==> src/rtl/terminal_writer_if.sv <==
// Character-input and VRAM-write handshakes plus scanner/cursor status
// of the terminal writer, bundled for port connection.
interface terminal_writer_if #(
  parameter int unsigned ROW_BITS = 5,
  parameter int unsigned COL_BITS = 7
);
  logic                character_ready;
  logic                character_valid;
  logic [7:0]          character_byte;
  logic                write_ready;
  logic                write_valid;
  logic [ROW_BITS-1:0] write_row;
  logic [COL_BITS-1:0] write_col;
  logic [7:0]          write_byte;
  logic [ROW_BITS-1:0] top_row;
  logic [ROW_BITS-1:0] cursor_row;
  logic [COL_BITS-1:0] cursor_col;

  // Writer side: consumes characters, produces VRAM writes and status.
  modport master (
    output character_ready,
    input  character_valid, character_byte,
    input  write_ready,
    output write_valid, write_row, write_col, write_byte,
    output top_row, cursor_row, cursor_col
  );

  // Environment side: character source, VRAM sink and scanner.
  modport slave (
    input  character_ready,
    output character_valid, character_byte,
    output write_ready,
    input  write_valid, write_row, write_col, write_byte,
    input  top_row, cursor_row, cursor_col
  );
endinterface

==> src/rtl/terminal_writer.sv <==
// Text terminal writer: places glyphs in VRAM at a tracked cursor, handles
// CR/LF/BS/TAB, and scrolls by rotating a circular top_row pointer.
module terminal_writer #(
  parameter int unsigned ROWS      = 30,
  parameter int unsigned COLS      = 80,
  parameter int unsigned ROW_BITS  = 5,
  parameter int unsigned COL_BITS  = 7,
  parameter int unsigned TAB_WIDTH = 8,
  parameter logic [7:0]  BLANK     = 8'h20
) (
  input  logic clk,
  input  logic reset,
  terminal_writer_if.master bus
);

  typedef enum logic [1:0] {CLEAR_ALL, IDLE, WRITE, CLEAR_LINE} state_t;

  localparam logic [ROW_BITS-1:0] ROW_LAST = ROW_BITS'(ROWS - 1);
  localparam logic [COL_BITS-1:0] COL_LAST = COL_BITS'(COLS - 1);
  localparam logic [ROW_BITS:0]   ROWS_EXT = (ROW_BITS + 1)'(ROWS);

  state_t              state;
  logic [ROW_BITS:0]   phys_sum_c;
  logic [ROW_BITS-1:0] phys_row_c;
  logic [ROW_BITS-1:0] top_next_c;
  logic [31:0]         tab_next_c;
  logic [COL_BITS-1:0] tab_col_c;
  logic                accept_c;
  logic                printable_c;

  // Cursor-to-physical row mapping, circular top increment and tab stop.
  always_comb begin
    phys_sum_c = {1'b0, bus.top_row} + {1'b0, bus.cursor_row};
    if (phys_sum_c >= ROWS_EXT) begin
      phys_row_c = ROW_BITS'(phys_sum_c - ROWS_EXT);
    end else begin
      phys_row_c = phys_sum_c[ROW_BITS-1:0];
    end
    top_next_c  = (bus.top_row == ROW_LAST) ? '0 : bus.top_row + ROW_BITS'(1);
    tab_next_c  = (32'(bus.cursor_col) / TAB_WIDTH + 32'd1) * TAB_WIDTH;
    tab_col_c   = (tab_next_c > 32'(COLS - 1)) ? COL_LAST : COL_BITS'(tab_next_c);
    accept_c    = bus.character_valid && bus.character_ready;
    printable_c = (bus.character_byte >= 8'h20) && (bus.character_byte <= 8'h7E);
  end

  // Control FSM; every output is a register updated here.
  always_ff @(posedge clk or posedge reset) begin
    if (reset) begin
      state               <= CLEAR_ALL;
      bus.character_ready <= 1'b0;
      bus.write_valid     <= 1'b0;
      bus.write_row       <= '0;
      bus.write_col       <= '0;
      bus.write_byte      <= BLANK;
      bus.top_row         <= '0;
      bus.cursor_row      <= '0;
      bus.cursor_col      <= '0;
    end else begin
      case (state)
        CLEAR_ALL: begin
          if (!bus.write_valid) begin
            bus.write_valid <= 1'b1;
            bus.write_row   <= '0;
            bus.write_col   <= '0;
            bus.write_byte  <= BLANK;
          end else if (bus.write_ready) begin
            if (bus.write_col == COL_LAST) begin
              bus.write_col <= '0;
              if (bus.write_row == ROW_LAST) begin
                bus.write_valid     <= 1'b0;
                bus.character_ready <= 1'b1;
                state               <= IDLE;
              end else begin
                bus.write_row <= bus.write_row + ROW_BITS'(1);
              end
            end else begin
              bus.write_col <= bus.write_col + COL_BITS'(1);
            end
          end
        end

        IDLE: begin
          if (accept_c) begin
            if (printable_c) begin
              bus.character_ready <= 1'b0;
              bus.write_valid     <= 1'b1;
              bus.write_row       <= phys_row_c;
              bus.write_col       <= bus.cursor_col;
              bus.write_byte      <= bus.character_byte;
              state               <= WRITE;
            end else begin
              case (bus.character_byte)
                8'h0D: bus.cursor_col <= '0;
                8'h0A: begin
                  if (bus.cursor_row != ROW_LAST) begin
                    bus.cursor_row <= bus.cursor_row + ROW_BITS'(1);
                  end else begin
                    // Old top line becomes the new bottom line and is blanked.
                    bus.top_row         <= top_next_c;
                    bus.character_ready <= 1'b0;
                    bus.write_valid     <= 1'b1;
                    bus.write_row       <= bus.top_row;
                    bus.write_col       <= '0;
                    bus.write_byte      <= BLANK;
                    state               <= CLEAR_LINE;
                  end
                end
                8'h08: begin
                  if (bus.cursor_col != '0) begin
                    bus.cursor_col <= bus.cursor_col - COL_BITS'(1);
                  end
                end
                8'h09: bus.cursor_col <= tab_col_c;
                default: ;
              endcase
            end
          end
        end

        WRITE: begin
          if (bus.write_ready) begin
            bus.write_valid <= 1'b0;
            if (bus.cursor_col == COL_LAST) begin
              bus.cursor_col <= '0;
              if (bus.cursor_row != ROW_LAST) begin
                bus.cursor_row      <= bus.cursor_row + ROW_BITS'(1);
                bus.character_ready <= 1'b1;
                state               <= IDLE;
              end else begin
                // Wrap on the bottom line: glyph is done, now scroll.
                bus.top_row     <= top_next_c;
                bus.write_valid <= 1'b1;
                bus.write_row   <= bus.top_row;
                bus.write_col   <= '0;
                bus.write_byte  <= BLANK;
                state           <= CLEAR_LINE;
              end
            end else begin
              bus.cursor_col      <= bus.cursor_col + COL_BITS'(1);
              bus.character_ready <= 1'b1;
              state               <= IDLE;
            end
          end
        end

        CLEAR_LINE: begin
          if (bus.write_ready) begin
            if (bus.write_col == COL_LAST) begin
              bus.write_valid     <= 1'b0;
              bus.character_ready <= 1'b1;
              state               <= IDLE;
            end else begin
              bus.write_col <= bus.write_col + COL_BITS'(1);
            end
          end
        end
      endcase
    end
  end

endmodule

==> src/flat_wrapper.sv <==
// flat-port wrapper written by rule: the top's interface ports become plain ports
module terminal_writer_flat 
#(
  parameter int unsigned ROWS      = 30,
  parameter int unsigned COLS      = 80,
  parameter int unsigned ROW_BITS  = 5,
  parameter int unsigned COL_BITS  = 7,
  parameter int unsigned TAB_WIDTH = 8,
  parameter logic [7:0]  BLANK     = 8'h20
)
  (clk, reset, bus_character_ready, bus_character_valid, bus_character_byte, bus_write_ready, bus_write_valid, bus_write_row, bus_write_col, bus_write_byte, bus_top_row, bus_cursor_row, bus_cursor_col);
  terminal_writer_if #(.ROW_BITS(ROW_BITS), .COL_BITS(COL_BITS)) bus_i ();
  input  logic clk;
  input  logic reset;
  output wire logic [$bits(bus_i.character_ready)-1:0] bus_character_ready;
  input wire logic [$bits(bus_i.character_valid)-1:0] bus_character_valid;
  input wire logic [$bits(bus_i.character_byte)-1:0] bus_character_byte;
  input wire logic [$bits(bus_i.write_ready)-1:0] bus_write_ready;
  output wire logic [$bits(bus_i.write_valid)-1:0] bus_write_valid;
  output wire logic [$bits(bus_i.write_row)-1:0] bus_write_row;
  output wire logic [$bits(bus_i.write_col)-1:0] bus_write_col;
  output wire logic [$bits(bus_i.write_byte)-1:0] bus_write_byte;
  output wire logic [$bits(bus_i.top_row)-1:0] bus_top_row;
  output wire logic [$bits(bus_i.cursor_row)-1:0] bus_cursor_row;
  output wire logic [$bits(bus_i.cursor_col)-1:0] bus_cursor_col;
  assign bus_character_ready = bus_i.character_ready;
  assign bus_i.character_valid = bus_character_valid;
  assign bus_i.character_byte = bus_character_byte;
  assign bus_i.write_ready = bus_write_ready;
  assign bus_write_valid = bus_i.write_valid;
  assign bus_write_row = bus_i.write_row;
  assign bus_write_col = bus_i.write_col;
  assign bus_write_byte = bus_i.write_byte;
  assign bus_top_row = bus_i.top_row;
  assign bus_cursor_row = bus_i.cursor_row;
  assign bus_cursor_col = bus_i.cursor_col;
  terminal_writer #(.ROWS(ROWS), .COLS(COLS), .ROW_BITS(ROW_BITS), .COL_BITS(COL_BITS), .TAB_WIDTH(TAB_WIDTH), .BLANK(BLANK)) u_core (.clk(clk), .reset(reset), .bus(bus_i));
endmodule
==> config.mk <==
export PLATFORM = sky130hd
export DESIGN_NAME = terminal_writer_flat
export DESIGN_NICKNAME = d
export VERILOG_FILES = /design/src/rtl/terminal_writer_if.sv /design/src/rtl/terminal_writer.sv /design/src/flat_wrapper.sv
export SDC_FILE = /design/constraint.sdc
export NUM_CORES = 1
export LEC_CHECK = 0
export ABC_AREA = 1
export ABC_CLOCK_PERIOD_IN_PS = 3900
export CAP_MARGIN = 10
export CORE_ASPECT_RATIO = 1.25
export CORE_MARGIN = 3
export CORE_UTILIZATION = 40
export CTS_CLUSTER_DIAMETER = 200
export CTS_CLUSTER_SIZE = 30
export DETAILED_ROUTE_END_ITERATION = 10
export HOLD_SLACK_MARGIN = 0.08
export SLEW_MARGIN = 10
export SYNTH_ARGS = -nofsm -noshare
export SYNTH_HDL_FRONTEND = slang
export SYNTH_SLANG_ARGS = --single-unit
==> constraint.sdc <==
create_clock -name clk -period 3.9 [get_ports clk]
set_input_delay 0.39 -clock clk [delete_from_list [all_inputs] [get_ports clk]]
set_output_delay 0.39 -clock clk [all_outputs]
set_load 0.01 [all_outputs]
==> metrics <==
clk_skew 0.0121 ns; syn_nets 544; R2R Setup Slk 1.55 ns; WHS Path Cells 1; # rows 37; synthesized area 3550 µm²; remaining global-route overflow 0; Startpoint Class register; Synth Area per Inst 6.98 µm²; vias per cell 5.13; port bufs 50; CTS Root Cell clkbuf_8; critical-path cell with the highest stage delay nor3_4; Final ANT Viol Nets 0; Pint 1590 µW; Num CTS Buffers 5; cell taking the most area after synthesis dfrtp_1; Switching Power 1600 µW; Clk pwr share 0.115; Slew Limit Fails 0; Area contributors post-synth dfrtp_1 (28%), nand2_1 (12%), ha_1 (7.7%); hold buffer count at cts 0; Synth top area share 0.282; Synth warnings 0; CTS tree done; met2 usage 0.350; CP peak stage delay 0.47 ns; cts repair resizes 0; CP Data Required Time 4.12 ns; hold crit path type reg2reg; initial antenna violation count 0; maximum vdd drop 0.000321 V; met1 Use GR 0.238; RSZ-0062 raised after global routing false; RD Place Congestion 0.921; DRC Markers 0; gr busiest metal met2; Final TNS setup 0 ns; Hold Vio Cnt, Final 0; Via Count 3463; sequential power share 0.262; Synth-to-Final Area Change 20.0%; Clk pin slew, worst setup/hold paths 0.08 ns; DIE HEIGHT 111 µm; Final period util 0.603; number of global-route vias before repair 3433; final critical-path required period 2.35 ns; total chip power 3190 µW; post-synthesis sequential area ratio 0.289; initial core utilization 0.422; Worst Slack Setup Final 1.55 ns; Initial DRT Pass Iterations 4; DR iter-0 viols 205; fillcell total 863; data arrival time of the critical path 2.57 ns; I/O Pins 51; Pwr per Cell Area 748 nW/µm²; routed wire length per instance 14.1 µm; Die Wd 90.3 µm; largest net degree at the start of global routing 42; Clock Latency Late Sink 0.30 ns; Clock Path Buffers 2; # diodes 0; leakage 0.00197 µW; Sw Share 0.501; hold_sp u_core.bus.write_byte[7]; first-pass GRT wire length 16300 µm; Max Freq 425 MHz; synth unique cells 43; fraction of layout cells with a size suffix above 1 0.0753; instance count of the mapped netlist 509; FF+latch area 1030 µm²; met3 Resource Use GR 0.0297; crit path capture type register; Yosys reg bits 41; CP Class reg2reg; status finished clean; Setup Viol. Count Final 0; die area 10100 µm²; CTS Sinks 41; cell chain of the critical path inv_1, ha_1, inv_2, nor2_1, inv_1, nand2_1, inv_2, nand2_1, nor3_4, o21ai_0, o22ai_1; pre-CTS WS 1.37 ns; footprint of the multi-input gates 2200 µm²; postcts setup bufs 0; max_cap viols 0; gr usage total 0.195; H-tree depth 2; combinational fraction of design power 0.624; Core Region 8430 µm²; final wirelength 9540 µm; Slew HR 0.630; DPL Wire Length 7460 µm; NumNets Final 592; Worst Path Max Fanout 14; r2r worst-path depth 11; FF-to-FF End u_core.bus.cursor_col[2]; Worst Max-Slew Pin Slew 0.555 ns; Critical R2R Launch u_core.state[0]; hold worst-path end u_core.bus.write_byte[7]
==> worst max-delay path by stage <==
stage	endpoint	start	slack (ns)
after floorplan	u_core.bus.write_row[3]	u_core.bus.cursor_row[0]	1.76
after global placement	u_core.bus.write_byte[0]	bus_character_byte[2]	1.46
after detailed placement	u_core.bus.write_byte[0]	bus_character_byte[2]	1.37
after CTS	u_core.bus.write_row[3]	u_core.bus.top_row[0]	1.54
after global routing	u_core.bus.cursor_col[2]	u_core.state[0]	1.27
final	u_core.bus.cursor_col[2]	u_core.state[0]	1.55
==> cells by family (layout without fill, tap and decap cells) <==
logic type | count (synthesis) | after routing | share of synthesized area
mux | 2 | 2 | 0.00563
compound gates | 82 | 82 | 0.143
fa+ha+maj | 23 | 23 | 0.0831
flops | 41 | 41 | 0.289
buf+inv | 78 | 127 | 0.0908
simple gates | 263 | 263 | 0.339
xor+xnor | 20 | 20 | 0.0493
==> stage by stage <==
stage	instances	hold slack (ns)	area, µm²	util
CTS	675	0.504	4260	0.506
finish	675	0.492	4260	0.506
floorplan	509	0.495	3550	-
global placement	667	0.471	4150	0.492
detailed placement	667	0.485	4150	0.492
global route	675	0.530	4260	0.506
==> cell usage after synthesis, drive strengths merged <==
master   count
o21a         2
nand2      122
nand4        5
xnor2        7
ha          22
nand3       53
o211ai       3
o2111ai      3
a21oi       22
nor2        62
nand3b       1
or2          5
o22ai        1
clkbuf       1
buf         10
nor3        15
mux2i        2
o221ai       1
clkinv       1
fa           1
o21ai       42
o21bai       1
dfrtp       40
dfstp        1
xor2        13
o31ai        4
inv         66
a31oi        3
==> routing by layer <==
| metal | share of wire | vias up |
|---|---|---|
| li1 | - | 1758 |
| met1 | 0.43 | 1595 |
| met2 | 0.50 | 83 |
| met3 | 0.037 | 27 |
| met4 | 0.028 | 0 |
| met5 | 0 | - |
==> layout by cell type (no fill, tap or decap), types with 4 or more instances in the layout <==
| cell | n |
|---|---|
| o31ai_1 | 4 |
| or2_2 | 5 |
| nand4_1 | 5 |
| dfrtp_1 | 40 |
| nand2_1 | 118 |
| clkdlybuf4s50_1 | 50 |
| nor2_1 | 57 |
| nand3_1 | 48 |
| nand3_2 | 4 |
| o21ai_0 | 26 |
| ha_1 | 22 |
| o21ai_1 | 14 |
| a21oi_1 | 22 |
| xor2_1 | 13 |
| nor3_1 | 13 |
| inv_1 | 61 |
| xnor2_1 | 7 |
| clkbuf_8 | 6 |
==> power by group through the flow <==
stage / Sequential (µW) / Combinational, µW / Clock [µW]
global placement: 842 / 1980 / 0
floorplan: 819 / 1410 / 0
detailed placement: 845 / 2000 / 0
global route: 869 / 2240 / 399
CTS: 837 / 2010 / 378
finish: 834 / 1990 / 365
==> sequential cells by signal, summed over array words and instances, names as in the netlist <==
register and cells:
u_core.bus.write_byte 8, u_core.bus.cursor_col 7, u_core.bus.write_col 7, u_core.bus.cursor_row 5, u_core.bus.top_row 5, u_core.bus.write_row 5, u_core.state 2, u_core.bus.character_ready 1
u_core.bus.write_valid 1
==> worst max-delay path: cells and delay by family, from the launching register on <==
family | cells | cell delay (ns)
simple gates | 4 | 0.71
buf+inv | 4 | 0.49
flops | 1 | 0.40
fa+ha+maj | 1 | 0.36
compound gates | 2 | 0.30
==> layout make-up <==
type	instances	area share
Sequential cell	41	0.241
Multi-Input combinational cell	390	0.517
Inverter	67	0.0596
Clock buffer	7	0.0203
Clock inverter	1	0.00704
Timing Repair Buffer	52	0.121
Tap cell	117	0.0343
Power figures use the tool's default switching activity.
